===== config.mk =====
export PLATFORM = sky130hd
export DESIGN_NAME = cordic_stream_ctrl
export DESIGN_NICKNAME = d
export VERILOG_FILES = /design/src/rtl/cordic_stream_ctrl.sv
export SDC_FILE = /design/constraint.sdc
export NUM_CORES = 1
export LEC_CHECK = 0
export BUFFER_PORTS_ARGS = -buffer_cell sky130_fd_sc_hd__buf_2
export CORE_UTILIZATION = 50
export CTS_BUF_LIST = sky130_fd_sc_hd__clkbuf_2
export CTS_CLUSTER_DIAMETER = 200
export DETAILED_ROUTE_END_ITERATION = 10
export MAX_ROUTING_LAYER = met4
export PLACE_DENSITY = 0.73
export SLEW_MARGIN = 40
export SYNTH_ARGS = -nofsm -noshare
export SYNTH_HDL_FRONTEND = slang
export SYNTH_SLANG_ARGS = --single-unit

===== constraint.sdc =====
create_clock -name clk -period 2.71 [get_ports clk]
set_input_delay 0.542 -clock clk [delete_from_list [all_inputs] [get_ports clk]]
set_output_delay 0.542 -clock clk [all_outputs]
set_load 0.02 [all_outputs]

===== src/rtl/cordic_stream_ctrl.sv =====
// Valid/ready stream wrapper around cordic_top: operand FIFO in front,
// single-job issue/track FSM, and a held result register behind the core.
module cordic_stream_ctrl #(
    parameter int B     = 14,
    parameter int N     = 7,
    parameter int DEPTH = 4
) (
    input  logic                         clk,
    input  logic                         rst,
    input  logic                         s_valid,
    output logic                         s_ready,
    input  logic [2*B-1:0]               s_data,
    output logic                         core_en,
    output logic [2*B-1:0]               core_data_w,
    input  logic                         core_busy,
    input  logic [2*B-1:0]               core_data_r,
    output logic                         m_valid,
    input  logic                         m_ready,
    output logic [2*B-1:0]               m_data,
    output logic [$clog2(DEPTH+1)-1:0]   level
);

    localparam int DW = 2 * B;
    localparam int LW = $clog2(DEPTH + 1);
    localparam int PW = $clog2(DEPTH);

    if (N < 1 || DEPTH < 2 || (DEPTH & (DEPTH - 1)) != 0) begin : g_bad_param
        $error("cordic_stream_ctrl: N must be >= 1, DEPTH a power of two >= 2");
    end

    typedef enum logic [2:0] {
        S_IDLE,
        S_START,
        S_WAIT,
        S_RUN,
        S_HOLD
    } state_t;

    state_t          r_state;
    state_t          w_state_nxt;

    logic [DW-1:0]   r_mem [DEPTH];
    logic [PW-1:0]   r_wr_ptr;
    logic [PW-1:0]   r_rd_ptr;
    logic [LW-1:0]   r_level;

    logic            r_core_en;
    logic [DW-1:0]   r_core_dw;
    logic            r_m_valid;
    logic [DW-1:0]   r_m_data;

    logic            w_s_ready;
    logic            w_push;
    logic            w_pop;
    logic            w_en_nxt;
    logic [DW-1:0]   w_dw_nxt;
    logic            w_mv_nxt;
    logic [DW-1:0]   w_md_nxt;

    // Full is judged on the registered level, so a same-cycle pop never frees a slot
    assign w_s_ready = (r_level != LW'(DEPTH));
    assign w_push    = s_valid && w_s_ready;

    assign s_ready     = w_s_ready;
    assign level       = r_level;
    assign core_en     = r_core_en;
    assign core_data_w = r_core_dw;
    assign m_valid     = r_m_valid;
    assign m_data      = r_m_data;

    always_ff @(posedge clk) begin
        if (w_push) begin
            r_mem[r_wr_ptr] <= s_data;
        end
    end

    always_ff @(posedge clk or negedge rst) begin
        if (!rst) begin
            r_wr_ptr <= '0;
            r_rd_ptr <= '0;
            r_level  <= '0;
        end else begin
            if (w_push) begin
                r_wr_ptr <= r_wr_ptr + PW'(1);
            end
            if (w_pop) begin
                r_rd_ptr <= r_rd_ptr + PW'(1);
            end
            if (w_push && !w_pop) begin
                r_level <= r_level + LW'(1);
            end else if (!w_push && w_pop) begin
                r_level <= r_level - LW'(1);
            end
        end
    end

    always_ff @(posedge clk or negedge rst) begin
        if (!rst) begin
            r_state   <= S_IDLE;
            r_core_en <= 1'b0;
            r_core_dw <= '0;
            r_m_valid <= 1'b0;
            r_m_data  <= '0;
        end else begin
            r_state   <= w_state_nxt;
            r_core_en <= w_en_nxt;
            r_core_dw <= w_dw_nxt;
            r_m_valid <= w_mv_nxt;
            r_m_data  <= w_md_nxt;
        end
    end

    // Outputs are computed one state early so that they leave the block registered
    always_comb begin
        w_state_nxt = r_state;
        w_en_nxt    = 1'b0;
        w_dw_nxt    = r_core_dw;
        w_mv_nxt    = r_m_valid;
        w_md_nxt    = r_m_data;
        w_pop       = 1'b0;
        unique case (r_state)
            S_IDLE: begin
                if (r_level != '0 && !core_busy) begin
                    w_state_nxt = S_START;
                    w_en_nxt    = 1'b1;
                    w_dw_nxt    = r_mem[r_rd_ptr];
                end
            end
            S_START: begin
                w_pop       = 1'b1;
                w_state_nxt = S_WAIT;
            end
            S_WAIT: begin
                if (core_busy) begin
                    w_state_nxt = S_RUN;
                end
            end
            S_RUN: begin
                if (!core_busy) begin
                    w_md_nxt    = core_data_r;
                    w_mv_nxt    = 1'b1;
                    w_state_nxt = S_HOLD;
                end
            end
            S_HOLD: begin
                if (m_ready) begin
                    w_mv_nxt    = 1'b0;
                    w_state_nxt = S_IDLE;
                end
            end
            default: begin
                w_state_nxt = S_IDLE;
            end
        endcase
    end

endmodule

==> impl_metrics.env <==
export IMPL_boundaryPins=123
export IMPL_drive_gt1_frac=0.455
export IMPL_avgViaCountPerCell=5.14
export IMPL_report_final_setup_viol=0
export IMPL_clk_root_buffer_cell="sky130_fd_sc_hd__clkbuf_2"
export IMPL_finalSetupTns_ns=0
export IMPL_power_leakage_nw=3.33
export IMPL_hold_slack_ns=0.0979
export IMPL_synth_top_flop_cell="sky130_fd_sc_hd__edfxtp_1"
export IMPL_met1_usage_grt=0.242
export IMPL_ys_top_cells_by_area="sky130_fd_sc_hd__edfxtp_1 50%, sky130_fd_sc_hd__dfrtp_1 25%, sky130_fd_sc_hd__mux4_2 9.4%"
export IMPL_min_period_over_period=0.797
export IMPL_clkTransAtPathRegs_ns=0.22
export IMPL_final_nets=584
export IMPL_wire_per_inst_um=17.6
export IMPL_cts_tree="done"
export IMPL_clock_tree_buffer_depth=2
export IMPL_area_sequential_um2=5070
export IMPL_globalRouteTotalUtil=0.204
export IMPL_grt_antenna_before_repair=1
export IMPL_dominant_combinational_cell_family_by_area_after_synthesis="multiplexers"
export IMPL_synth_avg_cell_area_um2=21.1
export IMPL_period_needed_ns=2.16
export IMPL_floorplan_die_height_um=118
export IMPL_synth_compound_area_share=0.00446
export IMPL_antenna_left=0
export IMPL_critical_path_cell_chain="nor2_1 > nand2_1 > buf_2"
export IMPL_drt_iter0_drc=138
export IMPL_drt_total_wl_um=12400
export IMPL_pwr_density_cell_nw_per_um2=1040
export IMPL_report_final_slew_viol_count=0
export IMPL_maximum_number_of_pins_on_one_net_before_global_route_repair=49
export IMPL_gr_max_usage_layer="met2"
export IMPL_ctsHtreeMaxLevel=4
export IMPL_yosys_area_top_type_share=0.499
export IMPL_dp_cells=617
export IMPL_cp_end_kind="primary output"
export IMPL_postSynthCellCount=319
export IMPL_design_die_area_um2=13900
export IMPL_crit_required_ns=2.17
export IMPL_post_synth_fa_ha_maj_area_fraction=0.0123
export IMPL_multi_input_area_um2=1580
export IMPL_tot_pwr_mw=8.79
export IMPL_hold_viol=0
export IMPL_fmax_mhz=463
export IMPL_numCtsBuffers=17
export IMPL_worst_path_largest_cell_delay_ns=0.51
export IMPL_synthMuxAreaShare=0.190
export IMPL_unrepaired_setup_endpoints_after_global_routing="false"
export IMPL_num_rows=42
export IMPL_cp_arrival_ns=1.62
export IMPL_critical_path_slowest_cell="sky130_fd_sc_hd__dfrtp_1"
export IMPL_global_route_usage_met2=0.342
export IMPL_via_count_of_the_routed_design=3636
export IMPL_grt_pass1_wl_um=20500
export IMPL_die_width_um=118
export IMPL_path_max_fanout=5
export IMPL_syn_cell_area_um2=6740
export IMPL_post_synth_top_count_cell="sky130_fd_sc_hd__edfxtp_1"
export IMPL_buffer_ports_inserted=122
export IMPL_maxCapViolations=0
export IMPL_timing_hold_worst_class="input port to register"
export IMPL_run_status="finished clean"
export IMPL_drt_first_pass_iters=4
export IMPL_synthXorXnorAreaFrac=0.00780
export IMPL_async_reset_ff_frac=0.378
export IMPL_register_area_share_after_synthesis=0.751
export IMPL_initial_utilization=0.511
export IMPL_vias_in_the_first_global_route=3987
export IMPL_instances_no_fill=707
export IMPL_final_setup_skew_ns=0.0304
export IMPL_slew_headroom=0.564
export IMPL_worst_slew_pin_slew_ns=0.654
export IMPL_ys_warnings_count=0
export IMPL_insertion_delay_ns=0.74
export IMPL_core_area_um2=13200
export IMPL_fillCellCount=927
export IMPL_global_route_usage_met3=0.0460
export IMPL_clkSinkCount=180
export IMPL_yosys_area_top_type="sky130_fd_sc_hd__edfxtp_1"
export IMPL_synth_ff_latch_count=180
export IMPL_place_congestion=0.734
export IMPL_grt_overflow_total=0
export IMPL_detailedPlacementHpwl_um=7690
export IMPL_synth_edff_count=112
export IMPL_syn_to_final_growth_pct=25.6
export IMPL_synth_nets=386
export IMPL_route_detailed_drc=0
export IMPL_max_vdd_ir_drop_mv=0.602
export IMPL_critical_setup_path_class="register to primary output"
export IMPL_netlist_top_cells_count="112 x sky130_fd_sc_hd__edfxtp_1, 68 x sky130_fd_sc_hd__dfrtp_1, 40 x sky130_fd_sc_hd__mux2_2"
export IMPL_synth_distinct_cells=30
export IMPL_yosys_area_share_simple=0.0187
export IMPL_critPathLaunchType="register"
==> cells by family (layout without fill, tap and decap cells) <==
kind of cell	after synthesis	count (layout)
flip-flops	180	180
multiplexers	86	86
AND/OR/NAND/NOR	20	20
buffers and inverters	17	228
adder cells (fa/ha/maj)	6	6
XOR/XNOR	6	6
AO/OA/AOI/OAI	4	4
other	0	1
==> registers in the layout, indices dropped and copies added, names as in the netlist <==
signal,cells
m_data,28
level,3
r_state,3
core_data_w,28
m_valid,1
r_wr_ptr,2
r_mem,112
r_rd_ptr,2
core_en,1
==> layout make-up <==
class | instances | area share
timing repair buffer | 191 | 0.156
antenna | 1 | 0.000296
tap | 176 | 0.0260
clock inverter | 13 | 0.0186
sequential | 180 | 0.598
inverter | 5 | 0.00222
clock buffer | 19 | 0.0112
multi-input combinational | 122 | 0.187
==> path summary, 6_finish.rpt <==
kind / startpoint / endpoint / slack (ns) / cells after the start
setup / recovery: level[0]$_DFFE_PN0P_ / s_ready / 0.55 / 3
hold / removal: m_ready / m_valid$_DFFE_PN0P_ / 0.1 / 3
setup reg to reg: r_state[2]$_DFFE_PN0P_ / level[1]$_DFFE_PN0P_ / 0.67 / 6
hold reg to reg: m_data[25]$_DFFE_PN0P_ / m_data[25]$_DFFE_PN0P_ / 0.51 / 1
max in group asynchronous: rst / r_state[1]$_DFFE_PN0P_ / 1.64 / 3
min in group asynchronous: rst / core_data_w[10]$_DFFE_PN0P_ / 0.34 / 2
==> worst max-delay path, delay by kind of cell, from the launching register on <==
family,cells,cell delay [ns]
buffers and inverters,1,0.16
DFF,1,0.51
and+or+nand+nor,2,0.22
==> layer usage <==
| layer | routed length, µm | share of wire | vias to the layer above |
|---|---|---|---|
| li1 | - | - | 1636 |
| met3 | 638 | 0.051 | 15 |
| met5 | 0 | 0 | - |
| met4 | 194 | 0.016 | 0 |
| met1 | 5080 | 0.41 | 1850 |
| met2 | 6520 | 0.52 | 135 |
==> power by group <==
part / internal [mW] / total, mW / switching [mW]
Combinational: 1.50 / 3.14 / 1.65
Sequential: 3.80 / 4.26 / 0.466
Clock: 0.518 / 1.39 / 0.867
Total: 5.81 / 8.79 / 2.98
==> metrics by stage <==
step / utilization / instance area, µm² / worst slack (ns)
after floorplan: - / 6740 / 0.556
after global placement: 0.579 / 7640 / 0.681
after detailed placement: 0.579 / 7640 / 0.643
after CTS: 0.642 / 8460 / 0.439
after global routing: 0.642 / 8470 / 0.405
final: 0.642 / 8470 / 0.550
==> layout by cell type (no fill, tap or decap), types with 4 or more instances in the layout <==
cell type / count
sky130_fd_sc_hd__nor2_1: 4
sky130_fd_sc_hd__nand2_1: 4
sky130_fd_sc_hd__inv_1: 5
sky130_fd_sc_hd__mux4_2: 28
sky130_fd_sc_hd__buf_4: 9
sky130_fd_sc_hd__mux2_2: 40
sky130_fd_sc_hd__buf_2: 121
sky130_fd_sc_hd__and2_2: 4
sky130_fd_sc_hd__dlygate4sd3_1: 57
sky130_fd_sc_hd__clkinvlp_4: 4
sky130_fd_sc_hd__ha_1: 5
sky130_fd_sc_hd__mux2_1: 18
sky130_fd_sc_hd__clkbuf_2: 19
sky130_fd_sc_hd__buf_12: 4
sky130_fd_sc_hd__edfxtp_1: 112
sky130_fd_sc_hd__dfrtp_1: 67
==> timing repair <==
action,in CTS,in global routing
setup endpoints to repair,0,0
resized for setup,0,0
endpoints found under the hold margin,187,0
hold buffers,57,0
setup buffers,0,0
(Power assumes the default switching activity.)
